--- config.mk ---
export PLATFORM = sky130hd
export DESIGN_NAME = control_fsm_flat
export DESIGN_NICKNAME = d
export VERILOG_FILES = /design/src/rtl/cpu_pkg.sv /design/src/rtl/control_fsm_if.sv /design/src/rtl/control_fsm_decode.sv /design/src/rtl/control_fsm.sv /design/src/flat_wrapper.sv
export SDC_FILE = /design/constraint.sdc
export NUM_CORES = 1
export LEC_CHECK = 0
export ABC_AREA = 1
export CAP_MARGIN = 10
export CORE_MARGIN = 1.5
export CORE_UTILIZATION = 45
export DETAILED_ROUTE_END_ITERATION = 6
export MAX_ROUTING_LAYER = met4
export PLACE_DENSITY = 0.8
export SLEW_MARGIN = 20
export SYNTH_ARGS = -nofsm -noshare
export SYNTH_HDL_FRONTEND = slang
export SYNTH_SLANG_ARGS = --single-unit
--- constraint.sdc ---
create_clock -name clk -period 1.6 [get_ports clk]
set_input_delay 0.16 -clock clk [delete_from_list [all_inputs] [get_ports clk]]
set_output_delay 0.16 -clock clk [all_outputs]
set_load 0.05 [all_outputs]
--- src/rtl/cpu_pkg.sv ---
// Shared types and constants for the multi-cycle control unit.
// States, opcode classes, datapath mux encodings and ALU codes.
package cpu_pkg;

    typedef enum logic [3:0] {
        FETCH,
        DECODE,
        EXEC_ALU,
        EXEC_SH,
        WB,
        MEM_RD,
        LD_WB,
        MEM_WR,
        BR_CALC,
        BR_LOAD
    } state_t;

    typedef enum logic [3:0] {
        C_RTYPE,
        C_ITYPE,
        C_SH_REG,
        C_SH_IMM,
        C_LUI,
        C_LOAD,
        C_STOR,
        C_JCOND,
        C_JAL,
        C_SCOND,
        C_BCOND,
        C_ILLEGAL
    } iclass_t;

    typedef struct packed {
        iclass_t    cls;
        logic [4:0] alu_op;
    } decode_t;

    localparam logic [3:0] OP_RTYPE   = 4'b0000;
    localparam logic [3:0] OP_SPECIAL = 4'b0100;
    localparam logic [3:0] OP_SHIFT   = 4'b1000;
    localparam logic [3:0] OP_BCOND   = 4'b1100;
    localparam logic [3:0] OP_LUI     = 4'b1111;

    localparam logic [3:0] EXT_LOAD   = 4'b0000;
    localparam logic [3:0] EXT_STOR   = 4'b0100;
    localparam logic [3:0] EXT_JAL    = 4'b1000;
    localparam logic [3:0] EXT_JCOND  = 4'b1100;
    localparam logic [3:0] EXT_SCOND  = 4'b1101;
    localparam logic [3:0] EXT_SH_REG = 4'b0100;

    localparam logic [4:0] ALU_ADD = 5'b00101;
    localparam logic [4:0] ALU_CMP = 5'b01011;

    localparam logic [1:0] PC_HOLD = 2'b00;
    localparam logic [1:0] PC_LOAD = 2'b10;
    localparam logic [1:0] PC_ADD  = 2'b11;

    localparam logic [1:0] AIN_PC   = 2'b00;
    localparam logic [1:0] AIN_REG  = 2'b01;
    localparam logic [1:0] AIN_JTGT = 2'b11;

    localparam logic [1:0] OUT_SHIFT = 2'b00;
    localparam logic [1:0] OUT_ALU   = 2'b01;
    localparam logic [1:0] OUT_COND  = 2'b10;

    localparam logic [1:0] RF_MEM  = 2'b00;
    localparam logic [1:0] RF_OUT  = 2'b01;
    localparam logic [1:0] RF_LINK = 2'b10;

    localparam logic [1:0] IMM_SEXT  = 2'b00;
    localparam logic [1:0] IMM_SHAMT = 2'b01;
    localparam logic [1:0] IMM_UPPER = 2'b10;

    localparam logic [1:0] AMT_REG = 2'b00;
    localparam logic [1:0] AMT_IMM = 2'b01;
    localparam logic [1:0] AMT_LUI = 2'b10;

    localparam logic [1:0] SHF_REG = 2'b00;
    localparam logic [1:0] SHF_IMM = 2'b01;

    // First state after DECODE for each instruction class.
    function automatic state_t exec_state(iclass_t c);
        state_t s;
        case (c)
            C_RTYPE, C_ITYPE, C_SCOND: s = EXEC_ALU;
            C_SH_REG, C_SH_IMM, C_LUI: s = EXEC_SH;
            C_LOAD:                    s = MEM_RD;
            C_STOR:                    s = MEM_WR;
            C_JCOND, C_JAL, C_BCOND:   s = BR_CALC;
            default:                   s = FETCH;
        endcase
        return s;
    endfunction

endpackage

--- src/rtl/control_fsm_if.sv ---
// Control bus between the sequencer and the datapath.
// master = sequencer, slave = datapath.
interface control_fsm_if;

    logic [3:0] opCode;
    logic [3:0] opCodeExt;
    logic       condTrue;
    logic       memReady;

    logic       instrRegEn;
    logic       regFileEn;
    logic       memDataRegEn;
    logic       outRegEn;
    logic       codesComputed;
    logic       muxMemAdr;
    logic       muxBin;
    logic       muxPc;
    logic       shiftOp;
    logic [1:0] muxAin;
    logic [1:0] muxToRegFile;
    logic [1:0] muxShiftAmount;
    logic [1:0] muxShiftShifter;
    logic [1:0] muxOut;
    logic [1:0] muxExtImm;
    logic [1:0] pcEn;
    logic [4:0] aluOp;
    logic       memWrite;
    logic       illegal;

    modport master (
        input  opCode, opCodeExt, condTrue, memReady,
        output instrRegEn, regFileEn, memDataRegEn,
        output outRegEn, codesComputed,
        output muxMemAdr, muxBin, muxPc, shiftOp,
        output muxAin, muxToRegFile, muxShiftAmount,
        output muxShiftShifter, muxOut, muxExtImm,
        output pcEn, aluOp, memWrite, illegal
    );

    modport slave (
        output opCode, opCodeExt, condTrue, memReady,
        input  instrRegEn, regFileEn, memDataRegEn,
        input  outRegEn, codesComputed,
        input  muxMemAdr, muxBin, muxPc, shiftOp,
        input  muxAin, muxToRegFile, muxShiftAmount,
        input  muxShiftShifter, muxOut, muxExtImm,
        input  pcEn, aluOp, memWrite, illegal
    );

endinterface

--- src/rtl/control_fsm_decode.sv ---
// Combinational instruction classifier.
// Maps opcode/extension to a class and the ALU code it implies.
module instr_decode
    import cpu_pkg::*;
(
    input  logic [3:0] opCode,
    input  logic [3:0] opCodeExt,
    output decode_t    dec
);

    // Classify the instruction; unknown extensions are illegal.
    always_comb begin
        dec.cls    = C_ILLEGAL;
        dec.alu_op = 5'b00000;
        unique case (opCode)
            OP_RTYPE: begin
                dec.cls    = C_RTYPE;
                dec.alu_op = {1'b0, opCodeExt};
            end
            OP_SHIFT: begin
                if (opCodeExt == EXT_SH_REG)
                    dec.cls = C_SH_REG;
                else if (opCodeExt[3:1] == 3'b000)
                    dec.cls = C_SH_IMM;
            end
            OP_LUI:   dec.cls = C_LUI;
            OP_BCOND: dec.cls = C_BCOND;
            OP_SPECIAL: begin
                case (opCodeExt)
                    EXT_LOAD:  dec.cls = C_LOAD;
                    EXT_STOR:  dec.cls = C_STOR;
                    EXT_JCOND: dec.cls = C_JCOND;
                    EXT_JAL:   dec.cls = C_JAL;
                    EXT_SCOND: dec.cls = C_SCOND;
                    default:   dec.cls = C_ILLEGAL;
                endcase
            end
            default: begin
                dec.cls    = C_ITYPE;
                dec.alu_op = {1'b0, opCode};
            end
        endcase
    end

endmodule

--- src/rtl/control_fsm.sv ---
// Multi-cycle sequencer for the 16-bit datapath.
// Moore outputs from state and the instruction latched in DECODE.
module control_fsm
    import cpu_pkg::*;
#(
    parameter int WIDTH = 16
)
(
    input  logic          clk,
    input  logic          reset,
    control_fsm_if.master bus
);

    if (WIDTH < 16) begin : g_width_chk
        $error("control_fsm: WIDTH must hold a 16-bit instruction");
    end

    state_t  state;
    decode_t dec;
    decode_t dec_q;

    instr_decode u_decode (
        .opCode    (bus.opCode),
        .opCodeExt (bus.opCodeExt),
        .dec       (dec)
    );

    // State sequencing; the decoded class is held from DECODE on.
    always_ff @(posedge clk or negedge reset) begin
        if (!reset) begin
            state <= FETCH;
            dec_q <= '0;
        end else begin
            unique case (state)
                FETCH:
                    if (bus.memReady) state <= DECODE;
                DECODE: begin
                    dec_q <= dec;
                    state <= exec_state(dec.cls);
                end
                EXEC_ALU:
                    state <= (dec_q.cls != C_SCOND &&
                              dec_q.alu_op == ALU_CMP)
                             ? FETCH : WB;
                EXEC_SH: state <= WB;
                WB:      state <= FETCH;
                MEM_RD:
                    if (bus.memReady) state <= LD_WB;
                LD_WB:   state <= FETCH;
                MEM_WR:
                    if (bus.memReady) state <= FETCH;
                BR_CALC: state <= BR_LOAD;
                BR_LOAD: state <= FETCH;
                default: state <= FETCH;
            endcase
        end
    end

    // Datapath controls; everything is forced low while in reset.
    always_comb begin
        bus.instrRegEn      = 1'b0;
        bus.regFileEn       = 1'b0;
        bus.memDataRegEn    = 1'b0;
        bus.outRegEn        = 1'b0;
        bus.codesComputed   = 1'b0;
        bus.muxMemAdr       = 1'b0;
        bus.muxBin          = 1'b0;
        bus.muxPc           = 1'b0;
        bus.shiftOp         = 1'b0;
        bus.muxAin          = AIN_PC;
        bus.muxToRegFile    = RF_MEM;
        bus.muxShiftAmount  = AMT_REG;
        bus.muxShiftShifter = SHF_REG;
        bus.muxOut          = OUT_SHIFT;
        bus.muxExtImm       = IMM_SEXT;
        bus.pcEn            = PC_HOLD;
        bus.aluOp           = 5'b00000;
        bus.memWrite        = 1'b0;
        bus.illegal         = 1'b0;
        if (reset) begin
            unique case (state)
                FETCH: begin
                    bus.instrRegEn = bus.memReady;
                    if (bus.memReady) bus.pcEn = PC_ADD;
                end
                DECODE:
                    bus.illegal = (dec.cls == C_ILLEGAL);
                EXEC_ALU: begin
                    bus.muxAin   = AIN_REG;
                    bus.outRegEn = 1'b1;
                    if (dec_q.cls == C_SCOND) begin
                        bus.muxOut = OUT_COND;
                    end else begin
                        bus.muxOut        = OUT_ALU;
                        bus.codesComputed = 1'b1;
                        bus.aluOp         = dec_q.alu_op;
                        bus.muxBin        = (dec_q.cls == C_ITYPE);
                    end
                end
                EXEC_SH: begin
                    bus.outRegEn = 1'b1;
                    if (dec_q.cls == C_SH_IMM) begin
                        bus.muxShiftAmount = AMT_IMM;
                        bus.muxExtImm      = IMM_SHAMT;
                    end else if (dec_q.cls == C_LUI) begin
                        bus.muxShiftShifter = SHF_IMM;
                        bus.muxShiftAmount  = AMT_LUI;
                        bus.muxExtImm       = IMM_UPPER;
                    end
                end
                WB: begin
                    bus.regFileEn    = 1'b1;
                    bus.muxToRegFile = RF_OUT;
                end
                MEM_RD: begin
                    bus.muxMemAdr    = 1'b1;
                    bus.memDataRegEn = bus.memReady;
                end
                LD_WB: begin
                    bus.regFileEn    = 1'b1;
                    bus.muxToRegFile = RF_MEM;
                end
                MEM_WR: begin
                    bus.muxMemAdr = 1'b1;
                    bus.memWrite  = 1'b1;
                end
                BR_CALC: begin
                    bus.aluOp    = ALU_ADD;
                    bus.outRegEn = 1'b1;
                    bus.muxOut   = OUT_ALU;
                    if (dec_q.cls == C_BCOND) begin
                        bus.muxAin = AIN_PC;
                        bus.muxBin = 1'b1;
                    end else begin
                        bus.muxAin = AIN_JTGT;
                    end
                end
                BR_LOAD: begin
                    if (bus.condTrue || dec_q.cls == C_JAL) begin
                        bus.pcEn  = PC_LOAD;
                        bus.muxPc = 1'b1;
                    end
                    // Link register gets the already-incremented PC.
                    if (dec_q.cls == C_JAL) begin
                        bus.regFileEn    = 1'b1;
                        bus.muxToRegFile = RF_LINK;
                    end
                end
                default: ;
            endcase
        end
    end

endmodule

--- src/flat_wrapper.sv ---
// flat-port wrapper written by rule: the top's interface ports become plain ports
module control_fsm_flat import cpu_pkg::*;
#(
    parameter int WIDTH = 16
)
  (clk, reset, bus_opCode, bus_opCodeExt, bus_condTrue, bus_memReady, bus_instrRegEn, bus_regFileEn, bus_memDataRegEn, bus_outRegEn, bus_codesComputed, bus_muxMemAdr, bus_muxBin, bus_muxPc, bus_shiftOp, bus_muxAin, bus_muxToRegFile, bus_muxShiftAmount, bus_muxShiftShifter, bus_muxOut, bus_muxExtImm, bus_pcEn, bus_aluOp, bus_memWrite, bus_illegal);
  control_fsm_if bus_i ();
  input  logic clk;
  input  logic reset;
  input wire logic [$bits(bus_i.opCode)-1:0] bus_opCode;
  input wire logic [$bits(bus_i.opCodeExt)-1:0] bus_opCodeExt;
  input wire logic [$bits(bus_i.condTrue)-1:0] bus_condTrue;
  input wire logic [$bits(bus_i.memReady)-1:0] bus_memReady;
  output wire logic [$bits(bus_i.instrRegEn)-1:0] bus_instrRegEn;
  output wire logic [$bits(bus_i.regFileEn)-1:0] bus_regFileEn;
  output wire logic [$bits(bus_i.memDataRegEn)-1:0] bus_memDataRegEn;
  output wire logic [$bits(bus_i.outRegEn)-1:0] bus_outRegEn;
  output wire logic [$bits(bus_i.codesComputed)-1:0] bus_codesComputed;
  output wire logic [$bits(bus_i.muxMemAdr)-1:0] bus_muxMemAdr;
  output wire logic [$bits(bus_i.muxBin)-1:0] bus_muxBin;
  output wire logic [$bits(bus_i.muxPc)-1:0] bus_muxPc;
  output wire logic [$bits(bus_i.shiftOp)-1:0] bus_shiftOp;
  output wire logic [$bits(bus_i.muxAin)-1:0] bus_muxAin;
  output wire logic [$bits(bus_i.muxToRegFile)-1:0] bus_muxToRegFile;
  output wire logic [$bits(bus_i.muxShiftAmount)-1:0] bus_muxShiftAmount;
  output wire logic [$bits(bus_i.muxShiftShifter)-1:0] bus_muxShiftShifter;
  output wire logic [$bits(bus_i.muxOut)-1:0] bus_muxOut;
  output wire logic [$bits(bus_i.muxExtImm)-1:0] bus_muxExtImm;
  output wire logic [$bits(bus_i.pcEn)-1:0] bus_pcEn;
  output wire logic [$bits(bus_i.aluOp)-1:0] bus_aluOp;
  output wire logic [$bits(bus_i.memWrite)-1:0] bus_memWrite;
  output wire logic [$bits(bus_i.illegal)-1:0] bus_illegal;
  assign bus_i.opCode = bus_opCode;
  assign bus_i.opCodeExt = bus_opCodeExt;
  assign bus_i.condTrue = bus_condTrue;
  assign bus_i.memReady = bus_memReady;
  assign bus_instrRegEn = bus_i.instrRegEn;
  assign bus_regFileEn = bus_i.regFileEn;
  assign bus_memDataRegEn = bus_i.memDataRegEn;
  assign bus_outRegEn = bus_i.outRegEn;
  assign bus_codesComputed = bus_i.codesComputed;
  assign bus_muxMemAdr = bus_i.muxMemAdr;
  assign bus_muxBin = bus_i.muxBin;
  assign bus_muxPc = bus_i.muxPc;
  assign bus_shiftOp = bus_i.shiftOp;
  assign bus_muxAin = bus_i.muxAin;
  assign bus_muxToRegFile = bus_i.muxToRegFile;
  assign bus_muxShiftAmount = bus_i.muxShiftAmount;
  assign bus_muxShiftShifter = bus_i.muxShiftShifter;
  assign bus_muxOut = bus_i.muxOut;
  assign bus_muxExtImm = bus_i.muxExtImm;
  assign bus_pcEn = bus_i.pcEn;
  assign bus_aluOp = bus_i.aluOp;
  assign bus_memWrite = bus_i.memWrite;
  assign bus_illegal = bus_i.illegal;
  control_fsm #(.WIDTH(WIDTH)) u_core (.clk(clk), .reset(reset), .bus(bus_i));
endmodule
==> results of run 1 <==
cell families after synthesis:
kind of cell             share of synthesized area, %
AO/OA/AOI/OAI                                    9.52
adder cells (fa/ha/maj)                          3.11
buffers and inverters                            16.9
flip-flops                                       24.8
other                                           0.310
AND/OR/NAND/NOR                                  45.3
metrics by stage:
step / instances / worst slack, ps / cell area (sq um)
after detailed placement: 294 / -446 / 2190
after global placement: 294 / -330 / 2190
after floorplan: 201 / -136 / 1320
==> flow_summary_export.csv, run 1 <==
group,metric,value,unit
run_status,run_status,"aborted with a tool error",
run_status,outcome.stop_stage,"clock tree synthesis (4_1_cts)",
run_status,error_line,"[ERROR DPL-0038] Utilization greater than 100%, impossible to legalize",
clock_tree,cts_post_setup_buffers_inserted,14,
placed_design,buffer_ports.inserted,38,
yosys,post_synth.cell_area_avg,6.07,sq um
yosys,synth_top_flop_cell,"dfrtp_1",
clock_tree,postCtsHoldBufs,0,
yosys,synth.most_common_cell,"nand2_1",
yosys,yosysSeqAreaShare,24.8,%
floorplan,num_rows,18,
yosys,yosys.area.top_type_share,24.8,%
yosys,yosys.cell_types.count,26,
floorplan,floorplan.die.height,54.8,microns
yosys,synth_seq_cells,12,
placed_design,hpwlAfterDp,3.12,mm
clock_tree,cts-root-buf,"clkbuf_4",
yosys,synthesis.instances,199,
floorplan,io-pin-count,42,
yosys,synth-warning-count,0,
clock_tree,h_tree_levels,1,
yosys,synthesis.area,1210,sq um
yosys,post_synth_edffs,0,
clock_tree,clock-sinks,12,
clock_tree,cts_resized,61,
yosys,synth.top_cells.by_area,"dfrtp_1 25%, nand2_1 16%, inv_1 9.6%, nand3_1 8.3%, nor2_1 6.8%",
clock_tree,numCtsBuffers,3,
yosys,synth_common_cells,"51 x nand2_1, 31 x inv_1, 22 x nor2_1",
placed_design,place_congestion,0.866,
floorplan,die-width,54.8,microns
yosys,async_reset_ff_share,100,%
clock_tree,max-clock-path-buffers,2,
floorplan,start_util,48.3,%
yosys,synth_top_cell_by_area,"dfrtp_1",
==> run 2, diff against run 1 <==
Settings changed: CORE_AREA set to 2 2 63 65, CORE_MARGIN 1.5 to unset, CORE_UTILIZATION 45 to unset, DIE_AREA set to 0 0 65 67, MAX_ROUTING_LAYER met4 to unset, PLACE_DENSITY 0.8 to unset, PLACE_DENSITY_LB_ADDON set to 0.15.
==> run 2 against run 1 <==
  * The flow now finishes, with violations (setup timing)
  * Area after synthesis is the same
  * Synthesized cell count is the same
==> flow_summary_export.csv, run 2 <==
group,metric,value,unit
final_layout,num_antenna_cells,0,
drt,via_count,1532,
final_layout,layout_common_cells,"44 x buf_4, 40 x nand2_1, 28 x buf_12",
global_route,grt_antenna_before_repair,0,
timing,number_of_setup_violations_in_the_final_report,25,
yosys,synth.most_common_cell,"nand2_1",
yosys,post_synth.cell_area_avg,6.07,sq um
worst_setup_path,timing.critical_path.fanout_max,4,
global_route,overflow_left_after_global_routing,0,
clock_tree,h_tree_levels,1,
timing,period_share,109,%
global_route,grt_pass1_wl,6.32,mm
global_route,grt_max_degree,13,
floorplan,dieArea,4360,sq um
pwr,power_density,1130,nW/um^2
floorplan,core_area,3610,sq um
timing,finalClockSkew,4.30,ps
clock_tree,cts.clk_slew.worst_paths,50,ps
final_layout,layout_commonest_cell,"buf_4",
final_layout,post_route_core_utilization,72.2,%
yosys,yosysSeqAreaShare,24.8,%
yosys,async_reset_ff_share,100,%
floorplan,num_rows,22,
yosys,synth-warning-count,0,
floorplan,floorplan.die.height,67,microns
placed_design,hpwlAfterDp,2.91,mm
clock_tree,max-clock-path-buffers,2,
yosys,synth_common_cells,"51 x nand2_1, 31 x inv_1, 22 x nor2_1",
worst_setup_path,critPathLaunchType,"register",
pwr,max-vdd-ir-drop,0.406,mV
global_route,first_global_vias,1470,
yosys,synthesis.area,1210,sq um
timing,layout_setup_ws,-144,ps
final_layout,count_of_placed_standard_cells_in_the_final_layout_fillers_left_out,332,
worst_setup_path,setup.worst_path.class,"register to primary output",
final_layout,post_route_cells_drive_above_1_share,56.3,%
drt,postRouteWirelength,3.87,mm
worst_setup_path,critical_path_required,1440,ps
clock_tree,cts_tree,"done",
yosys,synth_top_cell_by_area,"dfrtp_1",
run_status,violated_checks,"setup timing",
floorplan,start_util,33.5,%
final_layout,area_added_between_synthesis_and_finish,115,%
clock_tree,cts-root-buf,"clkbuf_8",
final_layout,largest_register,"u_core.dec_q",
yosys,synthesis.instances,199,
placed_design,buffer_ports.inserted,38,
yosys,post_synth_edffs,0,
clock_tree,numCtsBuffers,3,
timing,min_period,1740,ps
final_layout,filler_cell_count,274,
drt,drt_pass1_iterations,3,
run,cap_violations,0,
worst_setup_path,critical_path_arrival,1580,ps
drt,detail_route.iter0.violations,22,
timing,fmaxAchievable,573,MHz
yosys,yosys.area.top_type_share,24.8,%
timing,fin_max_slew_vios,0,
yosys,synth_seq_cells,12,
floorplan,io-pin-count,42,
final_layout,layout.nets,300,
placed_design,place_congestion,0.782,
floorplan,die-width,65,microns
worst_setup_path,critPathCaptureType,"primary output",
drt,route.detailed.wl_per_inst,11.7,microns
pwr,leakagePower,1.25,nW
run_status,run_status,"complete, but fails checks",
yosys,synth.top_cells.by_area,"dfrtp_1 25%, nand2_1 16%, inv_1 9.6%, nand3_1 8.3%, nor2_1 6.8%",
final_layout,largest_reg_flops,8,
timing,finalHoldViolations,0,
global_route,globalRouteTotalUtil,18.5,%
min_path,hold_path_class,"input pin to asynchronous set/reset pin",
drt,via_per_instance_ratio,4.61,
timing,setup_repair_after_global_routing_missed_its_margin,"yes",
yosys,yosys.cell_types.count,26,
final_layout,biggestRegsByFlops,"u_core.dec_q: 8 flops, u_core.state: 4 flops",
clock_tree,clock_latency,240,ps
drt,ant_nets,0,
clock_tree,clock-sinks,12,
drt,route.detailed.drc,0,
yosys,synth_top_flop_cell,"dfrtp_1",
placed_design,dpl.cell_count,315,
==> run 2: cell counts after synthesis <==
Identical to the previous run, type by type.
==> run 2: repair_timing <==
action                                  in CTS  in global routing
endpoints found under the hold margin        0                  0
endpoints found under the setup margin      28                 30
hold buffers                                 0                  0
pin swaps                                   18                 20
setup buffers                                9                  4
resized for setup                           44                 40
==> run 2: path summary, 6_finish.rpt <==
check                                            start                           to  slack, ps  depth (start not counted)
setup / recovery           u_core.state[1]$_DFFE_PN0P_                 bus_aluOp[0]       -140                          8
hold / removal                                   reset  u_core.dec_q[2]$_DFFE_PN0P_         60                          2
setup reg to reg           u_core.state[0]$_DFFE_PN0P_  u_core.state[2]$_DFFE_PN0P_        150                         10
hold reg to reg            u_core.dec_q[3]$_DFFE_PN0P_  u_core.dec_q[3]$_DFFE_PN0P_        550                          2
max in group asynchronous                        reset  u_core.state[0]$_DFFE_PN0P_       1130                          4
min in group clk                         bus_opCode[2]  u_core.dec_q[2]$_DFFE_PN0P_        230                          3
==> run 2: layout make-up <==
type / count / area [sq um] / area share [%]
Clock buffer: 4 / 45.0 / 1.73
Inverter: 37 / 144 / 5.53
Sequential cell: 12 / 304 / 11.7
Timing Repair Buffer: 88 / 1030 / 39.7
Tap cell: 48 / 60.1 / 2.31
Multi-Input combinational cell: 143 / 1020 / 39.0
==> run 2: cells by family after synthesis <==
kind of cell / after synthesis / share of synthesized area (%)
buffers and inverters: 46 / 16.9
other: 1 / 0.310
and+or+nand+nor: 118 / 45.3
adders and majority gates: 3 / 3.11
DFF: 12 / 24.8
AOI/OAI and AO/OA: 19 / 9.52
==> run 2: worst max-delay path, stage by stage, from the launching register on <==
cell	delay, ps
dfrtp_2	450
nor2_4	130
nand2_4	70
nor2_4	160
nand2_4	110
nand2_4	90
inv_4	50
a21oi_4	130
buf_12	150
==> run 2: metrics by stage <==
stage                     power (mW)  worst slack [ps]  area (sq um)  setup TNS, ps  hold WS (ps)
after floorplan                 1.57              -136          1320           -823          -136
after global placement          2.17              -369          2240          -1950           521
after detailed placement        2.19              -387          2240          -1990           543
after CTS                       2.72              -176          2480          -1690          50.6
after global routing            3.15              -222          2600          -3220          73.6
final                           2.94              -144          2600          -1360          57.5
==> run 2: where the power goes <==
| group | switching, mW | leakage, nW | internal [mW] | total [mW] |
|---|---|---|---|---|
| registers | 0.131 | 0.147 | 0.438 | 0.569 |
| clock network | 0.103 | 0.0228 | 0.175 | 0.278 |
| logic | 1.21 | 1.08 | 0.887 | 2.09 |
==> run 2: layer usage <==
layer / GRT usage (%) / wire length, microns
met1: 21.2 / 1490
met2: 35.3 / 2200
met3: 1.35 / 124
met4: 7.18 / 59
met5: 0 / 0
Power figures use the tool's default switching activity.
